`src/rtl/eth_phy_mgmt_multi.sv`:
```
// Multi-port PHY management: staggered PHY resets, readiness tracking and
// round-robin arbitration of per-port register accesses onto one MDIO engine.
module eth_phy_mgmt_multi #(
  parameter int       NUM_PORTS     = 2,
  parameter bit [4:0] PHY_ADDR_BASE = 5'd1,
  parameter int       RST_HOLD_CYC  = 500000,
  parameter int       RST_GAP_CYC   = 50000,
  parameter int       POST_RST_CYC  = 5000,
  parameter int       TIMEOUT_CYC   = 65535
) (
  input  logic                    clk_50m,
  input  logic                    sys_rst_n,
  output logic [NUM_PORTS-1:0]    net_rst_n,
  output logic [NUM_PORTS-1:0]    phy_ready,
  input  logic [NUM_PORTS-1:0]    port_req,
  input  logic [NUM_PORTS-1:0]    port_wr,
  input  logic [5*NUM_PORTS-1:0]  port_reg_addr,
  input  logic [16*NUM_PORTS-1:0] port_wdata,
  output logic [NUM_PORTS-1:0]    port_ack,
  output logic                    port_err,
  output logic [15:0]             port_rdata,
  output logic                    mdio_start,
  output logic                    mdio_wr,
  output logic [4:0]              mdio_phy_addr,
  output logic [4:0]              mdio_reg_addr,
  output logic [15:0]             mdio_wdata,
  input  logic                    mdio_done,
  input  logic [15:0]             mdio_rdata
);

  localparam int FINAL = RST_HOLD_CYC + (NUM_PORTS-1)*RST_GAP_CYC
                       + POST_RST_CYC;
  localparam int CW = $clog2(FINAL) + 1;
  localparam int PW = (NUM_PORTS > 1) ? $clog2(NUM_PORTS) : 1;
  localparam int TW = $clog2(TIMEOUT_CYC + 1);

  typedef enum logic [1:0] {
    S_IDLE, S_ISSUE, S_WAIT, S_ACK
  } state_t;

  state_t                 r_state, w_next;
  logic [CW-1:0]          r_cnt;
  logic [NUM_PORTS-1:0]   r_net, r_rdy;
  logic [PW-1:0]          r_ptr, r_gnt, w_gnt;
  logic [PW:0]            w_j;
  logic                   w_found;
  logic [NUM_PORTS-1:0]   w_elig;
  logic [TW-1:0]          r_tcnt;
  logic                   w_tmo;
  logic                   r_err;
  logic [15:0]            r_rdata;
  logic                   r_wr;
  logic [4:0]             r_phy, r_reg;
  logic [15:0]            r_wd;
  logic [NUM_PORTS-1:0]   w_ack;

  // Reset sequencer: one counter, each port releases at its own threshold
  always_ff @(posedge clk_50m) begin
    if (!sys_rst_n) begin
      r_cnt <= '0;
      r_net <= '0;
      r_rdy <= '0;
    end else begin
      if (r_cnt != CW'(FINAL)) r_cnt <= r_cnt + 1'b1;
      for (int i = 0; i < NUM_PORTS; i++) begin
        if (r_cnt == CW'(RST_HOLD_CYC + i*RST_GAP_CYC))
          r_net[i] <= 1'b1;
        if (r_cnt == CW'(RST_HOLD_CYC + i*RST_GAP_CYC + POST_RST_CYC))
          r_rdy[i] <= 1'b1;
      end
    end
  end

  assign w_elig = port_req & r_rdy;
  assign w_tmo  = (r_tcnt == TW'(TIMEOUT_CYC - 1));

  // Round-robin search upward from the pointer, wrapping at NUM_PORTS
  always_comb begin
    w_found = 1'b0;
    w_gnt   = '0;
    w_j     = '0;
    for (int k = 0; k < NUM_PORTS; k++) begin
      w_j = {1'b0, r_ptr} + (PW+1)'(k);
      if (w_j >= (PW+1)'(NUM_PORTS)) w_j = w_j - (PW+1)'(NUM_PORTS);
      if (!w_found && w_elig[w_j[PW-1:0]]) begin
        w_found = 1'b1;
        w_gnt   = w_j[PW-1:0];
      end
    end
  end

  // Arbiter state register
  always_ff @(posedge clk_50m) begin
    if (!sys_rst_n) r_state <= S_IDLE;
    else            r_state <= w_next;
  end

  // Arbiter next-state and strobe outputs
  always_comb begin
    w_next = r_state;
    w_ack  = '0;
    unique case (r_state)
      S_IDLE:  if (w_found) w_next = S_ISSUE;
      S_ISSUE: w_next = S_WAIT;
      S_WAIT:  if (mdio_done || w_tmo) w_next = S_ACK;
      S_ACK: begin
        w_next = S_IDLE;
        w_ack  = NUM_PORTS'(1) << r_gnt;
      end
    endcase
  end

  // Command latch, timeout counter and completion capture
  always_ff @(posedge clk_50m) begin
    if (!sys_rst_n) begin
      r_ptr   <= '0;
      r_gnt   <= '0;
      r_wr    <= 1'b0;
      r_phy   <= '0;
      r_reg   <= '0;
      r_wd    <= '0;
      r_tcnt  <= '0;
      r_err   <= 1'b0;
      r_rdata <= '0;
    end else begin
      unique case (r_state)
        S_IDLE: if (w_found) begin
          r_gnt <= w_gnt;
          r_wr  <= port_wr[w_gnt];
          r_reg <= port_reg_addr[5*w_gnt +: 5];
          r_wd  <= port_wdata[16*w_gnt +: 16];
          r_phy <= PHY_ADDR_BASE + 5'(w_gnt);
        end
        S_ISSUE: r_tcnt <= '0;
        S_WAIT: begin
          r_tcnt <= r_tcnt + 1'b1;
          if (mdio_done) begin
            r_rdata <= mdio_rdata;
            r_err   <= 1'b0;
          end else if (w_tmo) begin
            r_rdata <= '0;
            r_err   <= 1'b1;
          end
        end
        S_ACK: r_ptr <= (r_gnt == PW'(NUM_PORTS-1)) ? '0 : r_gnt + 1'b1;
      endcase
    end
  end

  assign net_rst_n     = r_net;
  assign phy_ready     = r_rdy;
  assign port_ack      = w_ack;
  assign port_err      = (r_state == S_ACK) & r_err;
  assign port_rdata    = r_rdata;
  assign mdio_start    = (r_state == S_ISSUE);
  assign mdio_wr       = r_wr;
  assign mdio_phy_addr = r_phy;
  assign mdio_reg_addr = r_reg;
  assign mdio_wdata    = r_wd;

endmodule

```
`config.mk`:
```
export PLATFORM = sky130hd
export DESIGN_NAME = eth_phy_mgmt_multi
export DESIGN_NICKNAME = d
export VERILOG_FILES = /design/src/rtl/eth_phy_mgmt_multi.sv
export SDC_FILE = /design/constraint.sdc
export NUM_CORES = 1
export LEC_CHECK = 0
export CAP_MARGIN = 10
export CORE_UTILIZATION = 45
export CTS_CLUSTER_DIAMETER = 40
export CTS_CLUSTER_SIZE = 10
export DETAILED_ROUTE_END_ITERATION = 6
export DONT_BUFFER_PORTS = 1
export HOLD_SLACK_MARGIN = 0.06
export PLACE_DENSITY = 0.59
export SYNTH_ARGS = -nofsm -noshare
export SYNTH_HDL_FRONTEND = slang
export SYNTH_SLANG_ARGS = --single-unit
export TNS_END_PERCENT = 1
```
`constraint.sdc`:
```
create_clock -name clk_50m -period 3.4 [get_ports clk_50m]
set_input_delay 0.34 -clock clk_50m [delete_from_list [all_inputs] [get_ports clk_50m]]
set_output_delay 0.34 -clock clk_50m [all_outputs]
set_load 0.01 [all_outputs]
```
Yosys cells after proc, flatten, opt, wreduce, memory -nomap -nowiden
Index checks and enable logic that the tools add are counted.

storage, ports and cells
  output and inout bits = 51
  word-level logic and storage cells = 75
  register bits = 89
  input port bits = 65

cells by class
  bitwise gates (word level) = 2
  shift operators = 3
  $lt $le $gt $ge = 5
  reduce and logical (&&, ||, !) cells = 9
  equal/unequal tests = 11
  add/sub/neg operators = 7
  muxes and demuxes = 22
  multipliers = 1

operators by type and width
  operator                                                                       number
  21-bit by 19-bit == test with 1-bit output (second input constant)             2
  21-bit by 20-bit == test with 1-bit output (second input constant)             2
  16-bit two-way mux                                                             2
  16-bit case mux with 2 select lines                                            1
  32-bit by 6-bit variable part select with 16-bit output                        1
  21-bit by 1-bit adder with 21-bit output (second input constant)               1
  21-bit by 20-bit inequality test with 1-bit output (second input constant)     1
  16-bit by 1-bit adder with 16-bit output (second input constant)               1
  16-bit == test (second input constant)                                         1
  1-bit two-way mux                                                              15
  10-bit by 5-bit variable part select with 5-bit output                         1
  2-bit case mux with 4 select lines                                             1
  1-bit by 2-bit less-than comparator with 1-bit output (second input constant)  3
  2-bit two-way mux                                                              3
  2-bit AND reduction                                                            3
  2-bit == test (second input constant)                                          2
  3-bit by 1-bit multiplier with 4-bit output (first input constant)             1
  2-bit inequality test (second input constant)                                  2
  2-bit nonzero test                                                             2
  1-bit by 1-bit adder with 2-bit output (first input constant)                  1
  1-bit by 1-bit adder with 2-bit output (second input constant)                 1
  2-bit AND                                                                      1
  2-bit by 1-bit == test with 1-bit output (second input constant)               1
  1-bit by 2-bit >= comparator with 1-bit output (second input constant)         1
  9 further kinds                                                                10

Longest topological paths before layout
Gate-level depths: netlist of the first run.

  word-level depth = 10
  gate-level depth with buffers = 8
  mapped depth without buffers = 6

Worst setup path after synthesis of the first run
Ideal clock, no wire load.

  kind = reg-to-reg
  start point = register r_state[0]
  end point = register r_tcnt[15]
  library setup time = 0.070 ns
  cell stages (with the launch flop) = 9
  data required time = 3.330 ns
  slack = 1.329 ns
  clock period less this slack = 2.071 ns
  arrival = 2.001 ns
  buffers on the path = 2
  path through = dfxtp_1 > inv_1 > ha_1 > clkbuf_1 > and4_1 > clkbuf_1 > nand3_1 > or4_1 > a21oi_1

on the way
  longest elaborated chain between the ends = 2
  elaborated cells on any way between the ends = 4
  classes of those cells = 2 x eq/ne; 1 x mux; 1 x reduce/logical

ends and longest elaborated chain
  element                                                                    line  text
  start, declared                                                            41    state_t r_state, w_next;
  start signal, assigned                                                     95    else r_state <= w_next;
  2-bit == test or 2-bit by 1-bit == test with 1-bit output (tied branches)  126   unique case (r_state)
  16-bit case mux with 2 select lines or 2-bit nonzero test (tied branches)  n/a
  end signal, assigned                                                       136   r_tcnt <= r_tcnt + 1'b1;
  end, declared                                                              48    logic [TW-1:0] r_tcnt;

Parallel ways exist; a longest one is shown, timed or not.
A chain may end at the register's enable or synchronous reset.

Worst setup path in the final report of the first run
  start point = register r_tcnt[10]
  end point = register r_rdata[2], in the netlist port_rdata[2]

on the way
  longest elaborated chain between the ends = 3

ends and longest elaborated chain
  element                               line  text
  16-bit == test                        75    assign w_tmo = (r_tcnt == TW'(TIMEOUT_CYC - 1));
  2-bit nonzero test (no source line)   n/a
  2-bit AND reduction (no source line)  n/a
  end signal, assigned                  138   r_rdata <= mdio_rdata;
  end, declared                         51    logic [15:0] r_rdata;

Every way passes these cells.

==> metrics.md, run 1 <==
| Metric | Value |
|---|---|
| Outcome | finished clean |
| Final Hold Vio Count | 0 |
| Die X-Extent | 93.0 µm |
| Post-Syn Area per Cell | 9.19 µm² |
| I/O Buffers | 0 |
| R2r startpoint | r_tcnt[10] |
| Setup violations, final | 0 |
| Worst path required time | 3650 ps |
| Die Area | 8640 µm² |
| Placed cell area | 3790 µm² |
| Hold buffer count at cts | 0 |
| Antenna violations before repair | 0 |
| WS Path Type | flop to flop |
| Worst-Skew Late Latency | 360 ps |
| Setup slack, reg-to-reg | 1210 ps |
| Worst hold-check path type | primary input to flop |
| Antenna diodes | 0 |
| Synth Instances | 405 |
| Layout cells sized above 1 | 6.98% |
| DRT Pass-1 Iters | 4 |
| Area of the mapped netlist | 3720 µm² |
| Max Fclk | 0.457 GHz |
| H-tree Lvls | 3 |
| Routed WL | 7.56 mm |
| Post_cts resized | 0 |
| DRT met1 WL | 3.50 mm |
| PwrDens | 479 nW/µm² |
| Commonest non-fill, non-tap cell in the layout | dfxtp_1 |
| Lkg Pwr | 1.28 nW |
| Hold depth | 1 |
| Num rows | 32 |
| Placer Congestion | 0.723 |
| Clk root buf | clkbuf_8 |
| Most frequent cells in the layout | dfxtp_1 (85), nor2_1 (51), a211oi_1 (24) |
| Fill cell count | 775 |
| Metal2 WL | 3.34 mm |
| Post-synth ARST share | 0% |
| Critical Path Source Type | flop |
| Drt wl/cell | 15.0 µm |
| Largest net degree at the start of global routing | 50 |
| Endpoint class of the critical path | flop |
| Length of routed met3 wiring | 591 µm |
| Post-CTS setup buffers | 0 |
| Setup TNS | 0 ps |
| Slew Limit Fails | 0 |
| Max Root-Sink Buffers | 2 |
| # IOs | 116 |
| DR iter-0 viols | 77 |
| Die span in y | 93.0 µm |
| Max layer used | met4 |
| Max-slew headroom | 21.0% |
| Sequential area share after synthesis | 45.7% |
| Nets | 470 |
| Worst Skew | 8.37 ps |
| Sink Count | 85 |
| GRT Util Overall | 18.5% |
| Final instance area | 3980 µm² |
| WP data arrival | 2440 ps |
| RSZ-0062 raised after global routing | no |
| Final min period | 2190 ps |
| Worst R2R Path Depth | 4 |
| EDFF count, synth | 0 |
| DRC Markers | 0 |
| Detail Placement HPWL | 5.35 mm |
| Yosys warning total | 0 |
| Area growth, synth to finish | 6.82% |
| Core Region | 7850 µm² |
| Vias per cell | 5.60 |
| Hold endpoint | r_err |
| Clock transition at the registers of the reported paths | 90 ps |
| Initial Util | 47.4% |
| Post-synth top flop | dfxtp_1 |
| Worst Tran Pin Value | 1180 ps |
| Grt ovf | 0 |
| Worst Hold Launch | mdio_done |
| Final period util | 64.4% |
| Synth cell types | 43 |
| CTS tree | built |
| Reg2reg end | port_rdata[2] |
| Final hold slack | 78.7 ps |
| First-pass GRT wire length | 12.6 mm |
| Max VDD drop | 196 µV |
| Multi-input combinational cell area | 1890 µm² |
| FF+latch area | 1700 µm² |
| Vias in the first global route | 2628 |
| Worst Path Max Fanout | 16 |
| Vias post-DR | 2818 |
| Detail Route Antenna Nets | 0 |
| TritonCTS buffer count | 9 |
| Synth Register Bits | 85 |
| Max-Cap Viols | 0 |
## worst max-delay path: stages, from the launching register on
cell	delay, ps
dfxtp_1	420
nand4_1	200
o41ai_1	620
a21oi_1	480
a22o_1	370
## cell families after synthesis
logic type | after synthesis | share of synthesized area [%]
AND/OR/NAND/NOR | 143 | 20.0
AO/OA/AOI/OAI | 85 | 15.8
flip-flops | 85 | 45.7
buffers and inverters | 38 | 4.33
multiplexers | 23 | 6.18
XOR/XNOR | 21 | 4.94
adder cells (fa/ha/maj) | 9 | 3.02
other | 1 | 0.101
## cells in the mapped netlist, types with 5 or more instances
| library cell | instances | area (µm²) |
|---|---|---|
| clkbuf_1 | 15 | 56.3 |
| o31ai_1 | 5 | 37.5 |
| nor2_1 | 51 | 191 |
| or4_1 | 7 | 52.6 |
| a22o_1 | 16 | 140 |
| inv_1 | 13 | 48.8 |
| xor2_1 | 10 | 87.6 |
| ha_1 | 9 | 113 |
| xnor2_1 | 11 | 96.3 |
| a211oi_1 | 24 | 180 |
| nand3_1 | 15 | 75.1 |
| nand2_1 | 16 | 60.1 |
| a21oi_1 | 20 | 100 |
| nand4_1 | 11 | 68.8 |
| nor3_1 | 8 | 40.0 |
| dfxtp_1 | 85 | 1700 |
| nor4b_1 | 5 | 43.8 |
| mux2i_1 | 23 | 230 |
| o21ai_0 | 10 | 50.1 |
## worst max path at each step
| stage | start | to | slack [ps] | cells past startpoint |
|---|---|---|---|---|
| 3_5_place_dp | r_tcnt[6] | port_rdata[2] | 1190 | 4 |
| 6_report | r_tcnt[10] | port_rdata[2] | 1210 | 4 |
| 2_1_floorplan | r_state[0] | r_tcnt[15] | 1330 | 8 |
| 4_1_cts | r_tcnt[6] | port_rdata[2] | 1180 | 4 |
| 5_1_grt | r_tcnt[11] | port_rdata[14] | 960 | 4 |
| 3_3_place_gp | r_tcnt[6] | port_rdata[14] | 1240 | 4 |
## stage by stage
step | util (%) | instances | power, mW | worst slack, ps
after floorplan | - | 407 | 1.20 | 1330
after detailed placement | 48.2 | 487 | 1.24 | 1190
after global placement | 48.2 | 487 | 1.23 | 1240
after CTS | 50.7 | 503 | 1.93 | 1180
after global routing | 50.7 | 503 | 2.00 | 958
final | 50.7 | 503 | 1.90 | 1210
## cell type report
type / count / share of cell area [%]
Clock buffer: 10 / 3.46
Clock inverter: 6 / 1.35
Inverter: 13 / 1.23
Multi-Input combinational cell: 284 / 47.4
Sequential cell: 85 / 42.8
Tap cell: 102 / 3.21
Timing Repair Buffer: 3 / 0.566
## per-layer routing
metal	GRT usage, %	up-vias
li1	-	1439
met1	24.9	1271
met2	28.3	96
met3	4.52	12
met4	7.69	0
met5	0	-
## sequential cells by signal, indices dropped and copies added, names as in the netlist
name,count
mdio_reg_addr,5
mdio_wr,1
r_state,2
mdio_phy_addr,1
port_rdata,16
r_gnt,1
net_rst_n,2
phy_ready,2
r_ptr,1
mdio_wdata,16
r_err,1
r_cnt,21
r_tcnt,16
## report_power, final
| part | switching (mW) | total, mW | internal (mW) |
|---|---|---|---|
| Combinational | 0.103 | 0.166 | 0.0633 |
| Clock | 0.394 | 0.693 | 0.300 |
| Sequential | 0.0255 | 1.04 | 1.02 |
| Total | 0.522 | 1.90 | 1.38 |
(Power assumes the default switching activity.)
==> run 2: changes to the inputs <==
--- a/config.mk
+++ b/config.mk
@@ -12,7 +12,7 @@
 export DETAILED_ROUTE_END_ITERATION = 6
 export DONT_BUFFER_PORTS = 1
 export HOLD_SLACK_MARGIN = 0.06
-export PLACE_DENSITY = 0.59
+export PLACE_DENSITY = 0.61
 export SYNTH_ARGS = -nofsm -noshare
 export SYNTH_HDL_FRONTEND = slang
 export SYNTH_SLANG_ARGS = --single-unit
==> constraint.sdc (replaced) <==
create_clock -name clk_50m -period 2 [get_ports clk_50m]
set_input_delay 0.2 -clock clk_50m [delete_from_list [all_inputs] [get_ports clk_50m]]
set_output_delay 0.2 -clock clk_50m [all_outputs]
set_load 0.01 [all_outputs]
==> metrics.md, run 2 (synthesis results as in run 1) <==
| Metric | Value |
|---|---|
| Worst Tran Pin Value | 588 ps (was 1180 ps) |
| Endpoint class of the critical path | flop (unchanged) |
| R2r startpoint | r_cnt[8] (was r_tcnt[10]) |
| Vias post-DR | 2988 (was 2818) |
| Die Area | 8640 µm² (unchanged) |
| Max VDD drop | 347 µV (was 196 µV) |
| Die span in y | 93.0 µm (unchanged) |
| Max-Cap Viols | 0 (unchanged) |
| Worst-Skew Late Latency | 360 ps (about the same) |
| Core Region | 7850 µm² (unchanged) |
| Worst Hold Launch | port_wdata[5] (was mdio_done) |
| Routed WL | 8.30 mm (was 7.56 mm) |
| Reg2reg end | r_cnt[20] (was port_rdata[2]) |
| Hold endpoint | mdio_wdata[5] (was r_err) |
| Vias per cell | 5.55 (was 5.60) |
| Max stage delay on crit path | 560 ps (was 620 ps) |
| Largest net degree at the start of global routing | 47 (was 50) |
| Worst Skew | 8.75 ps (was 8.37 ps) |
| Worst R2R Path Depth | 4 (unchanged) |
| Post-CTS setup buffers | 0 (unchanged) |
| Setup violations, final | 0 (unchanged) |
| Placer Congestion | 0.795 (was 0.723) |
| Critical Path Source Type | flop (unchanged) |
| Outcome | finished clean (unchanged) |
| I/O Buffers | 0 (unchanged) |
| Lkg Pwr | 1.46 nW (was 1.28 nW) |
| Antenna violations before repair | 0 (unchanged) |
| DRC Markers | 0 (unchanged) |
| First-pass GRT wire length | 13.6 mm (was 12.6 mm) |
| Drt wl/cell | 15.4 µm (was 15.0 µm) |
| WP buf/inv | 0 (unchanged) |
| WP data arrival | 2160 ps (was 2440 ps) |
| Detail Placement HPWL | 5.63 mm (was 5.35 mm) |
| Clock transition at the registers of the reported paths | 90 ps (about the same) |
| TritonCTS buffer count | 9 (unchanged) |
| DRT Pass-1 Iters | 4 (unchanged) |
| Max reg flops | 21 (unchanged) |
| Setup slack, reg-to-reg | 130 ps (was 1210 ps) |
| Pre-CTS WS | -54.0 ps (was 1190 ps) |
| Worst path required time | 2290 ps (was 3650 ps) |
| # IOs | 116 (unchanged) |
| Area growth, synth to finish | 17.1% (was 6.82%) |
| Hold depth | 2 (was 1) |
| H-tree Lvls | 3 (unchanged) |
| Worst hold-check path type | primary input to flop (unchanged) |
| Max-slew headroom | 60.2% (was 21.0%) |
| Power Total | 3.48 mW (was 1.90 mW) |
| Vias in the first global route | 2787 (was 2628) |
| RSZ-0062 raised after global routing | no (unchanged) |
| PwrDens | 797 nW/µm² (was 479 nW/µm²) |
| Detail Route Antenna Nets | 0 (unchanged) |
| Final period util | 93.6% (was 64.4%) |
| Num rows | 32 (unchanged) |
| Final worst slack | 127 ps (was 1210 ps) |
| Final min period | 1870 ps (was 2190 ps) |
| GRT Util Overall | 20.1% (was 18.5%) |
| Nets | 505 (was 470) |
| Commonest non-fill, non-tap cell in the layout | dfxtp_1 (unchanged) |
| Slew Limit Fails | 0 (unchanged) |
| Layout cells sized above 1 | 11.5% (was 6.98%) |
| Sink Count | 85 (unchanged) |
| Worst Path Max Fanout | 8 (was 16) |
| Max Fclk | 0.534 GHz (was 0.457 GHz) |
| Initial Util | 47.4% (unchanged) |
| Most frequent cells in the layout | dfxtp_1 (84), nor2_1 (51), a211oi_1 (24) (was dfxtp_1 (85), nor2_1 (51), a211oi_1 (24)) |
| CTS tree | built (unchanged) |
| Critical Path Slowest Stage Cell | or4_4 (was o41ai_1) |
| WS Path Type | flop to flop (unchanged) |
| Grt ovf | 0 (unchanged) |
| Core Util, Final | 55.6% (was 50.7%) |
| DR iter-0 viols | 99 (was 77) |
| Cell Chain, Critical Path | nand3_1 -> or4_4 -> or4_1 -> a21oi_1 (was nand4_1 -> o41ai_1 -> a21oi_1 -> a22o_1) |
| Final Hold Vio Count | 0 (unchanged) |
| Cell family with most CP delay | simple AND/OR/NAND/NOR gates (was compound AO/OA/AOI/OAI gates) |
| Fill cell count | 756 (was 775) |
| Max Root-Sink Buffers | 2 (unchanged) |
| Die X-Extent | 93.0 µm (unchanged) |
| Antenna diodes | 0 (unchanged) |
| Register bank with the most flops | r_cnt (unchanged) |
| Clk root buf | clkbuf_8 (unchanged) |
[run 2: cell count changes in the layout (fill, tap and decap cells not counted), moves of 2 or more]
| cell | delta |
|---|---|
| dlygate4sd3_1 | +18 |
| or4_4 | +2 |
| or4_1 | -2 |
| bufinv_16 | +2 |
| buf_12 | +2 |
| buf_4 | +15 |
[run 2: layout make-up]
type | count | area [µm²] | share of cell area [%]
clock buffer | 10 | 128 | 2.93
clock inverter | 6 | 93.8 | 2.15
inverter | 13 | 48.8 | 1.12
multi-input combinational | 284 | 1900 | 43.7
sequential | 85 | 1700 | 39.1
tap | 102 | 128 | 2.93
timing repair buffer | 38 | 355 | 8.15
[run 2: what timing repair did]
| item | CTS | global route |
|---|---|---|
| endpoints found under the hold margin | 23 | 0 |
| resized for setup | 1 | 5 |
| pin swaps | 0 | 1 |
| setup endpoints to repair | 4 | 10 |
| hold buffers | 18 | 0 |
[run 2: report_power, final]
group / switching [mW] / total, mW / internal (mW)
registers: 0.0406 / 1.77 / 1.73
clock network: 0.648 / 1.36 / 0.715
logic: 0.191 / 0.341 / 0.149
total: 0.880 / 3.48 / 2.60
[run 2: worst max-delay path by stage]
| stage | start | end | slack [ps] | cells past startpoint |
|---|---|---|---|---|
| after floorplan | r_cnt[0] | r_cnt[18] | 30 | 6 |
| after global placement | r_cnt[0] | r_cnt[18] | -20 | 5 |
| after detailed placement | r_cnt[0] | r_cnt[18] | -50 | 5 |
| after CTS | r_cnt[0] | r_cnt[20] | 20 | 5 |
| after global routing | r_cnt[0] | r_cnt[18] | 1 | 5 |
| final | r_cnt[8] | r_cnt[20] | 130 | 4 |
[run 2: metal layers]
metal | vias up | routed length (µm) | track usage [%]
met2 | 87 | 3870 | 31.7
met5 | - | 0 | 0
met1 | 1383 | 3760 | 25.8
met4 | 0 | 89 | 6.54
li1 | 1508 | - | -
met3 | 10 | 570 | 6.65
[run 2: metrics by stage]
step / cells / hold slack [ps] / instance area (µm²) / TNS, ps
2_1_floorplan: 407 / 300 / 3730 / 0
3_3_place_gp: 504 / 303 / 3940 / -23.0
3_5_place_dp: 504 / 307 / 3940 / -98.0
4_1_cts: 538 / 60.6 / 4340 / 0
5_1_grt: 538 / 62.8 / 4360 / 0
6_report: 538 / 65.5 / 4360 / 0
[run 2: worst reg2reg max path, stage by stage (launching register included)]
cell     delay, ps
dfxtp_1        440
nand3_1        130
or4_4          560
or4_1          520
a21oi_1        160
==> run 3: changes to the inputs <==
--- a/config.mk
+++ b/config.mk
@@ -6,13 +6,13 @@
 export NUM_CORES = 1
 export LEC_CHECK = 0
 export CAP_MARGIN = 10
-export CORE_UTILIZATION = 45
+export CORE_UTILIZATION = 50
 export CTS_CLUSTER_DIAMETER = 40
 export CTS_CLUSTER_SIZE = 10
 export DETAILED_ROUTE_END_ITERATION = 6
 export DONT_BUFFER_PORTS = 1
 export HOLD_SLACK_MARGIN = 0.06
-export PLACE_DENSITY = 0.61
+export PLACE_DENSITY = 0.67
 export SYNTH_ARGS = -nofsm -noshare
 export SYNTH_HDL_FRONTEND = slang
 export SYNTH_SLANG_ARGS = --single-unit
==> metrics.md, run 3 (synthesis results as in run 1) <==
| Metric | Value |
|---|---|
| Max Fclk | 0.538 GHz (was 0.534 GHz) |
| Worst hold-check path type | primary input to flop (unchanged) |
| I/O Buffers | 0 (unchanged) |
| Grt ovf | 0 (unchanged) |
| DRT Pass-1 Iters | 4 (unchanged) |
| Area growth, synth to finish | 17.3% (was 17.1%) |
| GRT busiest layer | met2 (unchanged) |
| Placed Instances | 498 (was 504) |
| Placer Congestion | 0.792 (was 0.795) |
| GR Util met2 | 36.0% (was 31.7%) |
| Num rows | 31 (was 32) |
| Antenna diodes | 0 (unchanged) |
| Max reg flops | 21 (unchanged) |
| DR iter-0 viols | 132 (was 99) |
| Drt wl/cell | 15.0 µm (was 15.4 µm) |
| Met1 usage | 25.9% (was 25.8%) |
| Detail Route Antenna Nets | 0 (unchanged) |
| Detail Placement HPWL | 5.57 mm (was 5.63 mm) |
| Critical Path Source Type | flop (unchanged) |
| WS Path Type | flop to flop (unchanged) |
| Worst path required time | 2280 ps (was 2290 ps) |
| Die span in y | 88.3 µm (was 93.0 µm) |
| Slew Limit Fails | 0 (unchanged) |
| Worst R2R Path Depth | 4 (unchanged) |
| GRT Util Overall | 21.5% (was 20.1%) |
| H-tree Lvls | 3 (unchanged) |
| Worst-Skew Late Latency | 360 ps (about the same) |
| Vias post-DR | 2987 (was 2988) |
| Lkg Pwr | 1.47 nW (was 1.46 nW) |
| Most frequent cells in the layout | dfxtp_1 (85), nor2_1 (51), a211oi_1 (24) (was dfxtp_1 (84), nor2_1 (51), a211oi_1 (24)) |
| Met3 Track Usage GR | 7.18% (was 6.65%) |
| Crit path capture | r_cnt[18] (was r_cnt[20]) |
| Die X-Extent | 88.3 µm (was 93.0 µm) |
| R2r startpoint | r_cnt[11] (was r_cnt[8]) |
| Initial Util | 51.6% (was 47.4%) |
| Setup slack, reg-to-reg | 140 ps (was 130 ps) |
| Sink Count | 85 (unchanged) |
| Max VDD drop | 546 µV (was 347 µV) |
| Fill cell count | 622 (was 756) |
| Clock transition at the registers of the reported paths | 90 ps (about the same) |
| Antenna violations before repair | 0 (unchanged) |
| Worst Path Max Fanout | 7 (was 8) |
| # IOs | 116 (unchanged) |
| Die Area | 7800 µm² (was 8640 µm²) |
| Final period util | 92.9% (was 93.6%) |
| PwrDens | 799 nW/µm² (was 797 nW/µm²) |
| Max-slew headroom | 65.6% (was 60.2%) |
| TritonCTS buffer count | 9 (unchanged) |
| Reg2reg end | r_cnt[18] (was r_cnt[20]) |
| Max Root-Sink Buffers | 2 (unchanged) |
| Endpoint class of the critical path | flop (unchanged) |
| Commonest non-fill, non-tap cell in the layout | dfxtp_1 (unchanged) |
| First-pass GRT wire length | 12.9 mm (was 13.6 mm) |
| Register bank with the most flops | r_cnt (unchanged) |
| Setup TNS | 0 ps (unchanged) |
| Layout cells sized above 1 | 10.3% (was 11.5%) |
| WP data arrival | 2140 ps (was 2160 ps) |
| DRC Markers | 0 (unchanged) |
| Nets | 505 (unchanged) |
| CP startpoint | r_cnt[11] (was r_cnt[8]) |
| Worst Skew | 11.9 ps (was 8.75 ps) |
| Routed WL | 8.00 mm (was 8.30 mm) |
| Final min period | 1860 ps (was 1870 ps) |
| Max-Cap Viols | 0 (unchanged) |
| RSZ-0062 raised after global routing | no (unchanged) |
| CTS tree | built (unchanged) |
| Vias per cell | 5.58 (was 5.55) |
| Final Instance Count excl. Fillers | 535 (was 538) |
| Worst Tran Pin Value | 509 ps (was 588 ps) |
| Largest net degree at the start of global routing | 47 (unchanged) |
| Setup violations, final | 0 (unchanged) |
| Final Hold Vio Count | 0 (unchanged) |
| Vias in the first global route | 2806 (was 2787) |
| Core Region | 7210 µm² (was 7850 µm²) |
| Outcome | finished clean (unchanged) |
| Clk root buf | clkbuf_8 (unchanged) |
[run 3: changes by cell type in the layout (fill, tap and decap cells not counted), sizes merged]
cell | before | now
buf | 20 | 17
dlygate4sd3 | 18 | 21
clkinv | 1 | 2
clkinvlp | 1 | 0
[run 3: worst max-delay path: stages, from the launching register on]
cell,delay [ps]
dfxtp_1,470
nand2_1,90
or4_4,570
or4_1,510
a21oi_1,150
[run 3: repair_timing]
action                                  4_1_cts  5_1_grt
hold buffers                                 21        0
gates resized for setup                       1        2
pin swaps                                     0        1
endpoints found under the setup margin        2       14
setup buffers                                 0        0
hold endpoints to repair                     26        0
[run 3: worst min-delay path by stage]
| stage | endpoint | slack [ps] | start | cells past startpoint |
|---|---|---|---|---|
| after floorplan | r_err | 300 | mdio_done | 1 |
| after global placement | r_err | 310 | mdio_done | 1 |
| after detailed placement | r_err | 320 | mdio_done | 1 |
| after CTS | mdio_wdata[4] | 60 | port_wdata[4] | 2 |
| after global routing | mdio_wdata[15] | 60 | port_wdata[15] | 2 |
| final | mdio_wdata[2] | 80 | port_wdata[2] | 2 |
[run 3: metal layers]
layer	share of wire [%]	up-vias
met5	0	-
met4	1.7	0
met3	6.2	9
met2	49	91
met1	44	1376
li1	-	1511
[run 3: cell type report]
cell class | instances | area (µm²) | share of cell area [%]
clock buffers | 10 | 138 | 3.15
flip-flops and latches | 85 | 1700 | 38.9
repair buffers | 38 | 363 | 8.30
multi-input cells | 284 | 1900 | 43.5
well taps | 99 | 124 | 2.84
inverters | 13 | 48.8 | 1.12
clock inverters | 6 | 93.8 | 2.15
[run 3: through the flow]
stage	power, mW	hold slack, ps	utilization (%)	cell area (µm²)	setup WS, ps
3_5_place_dp	2.12	316	54.2	3910	-19.4
4_1_cts	3.53	62.8	60.4	4360	50.7
5_1_grt	3.65	62.3	60.6	4370	18.1
6_report	3.49	76.0	60.6	4370	142
3_3_place_gp	2.11	310	54.2	3910	38.3
2_1_floorplan	2.04	300	-	3730	28.1
[run 3: power breakdown]
part | switching [mW] | internal [mW] | leakage, nW | total [mW]
combinational | 0.190 | 0.152 | 0.668 | 0.342
sequential | 0.0411 | 1.73 | 0.685 | 1.77
clock | 0.627 | 0.751 | 0.119 | 1.38
total | 0.858 | 2.63 | 1.47 | 3.49
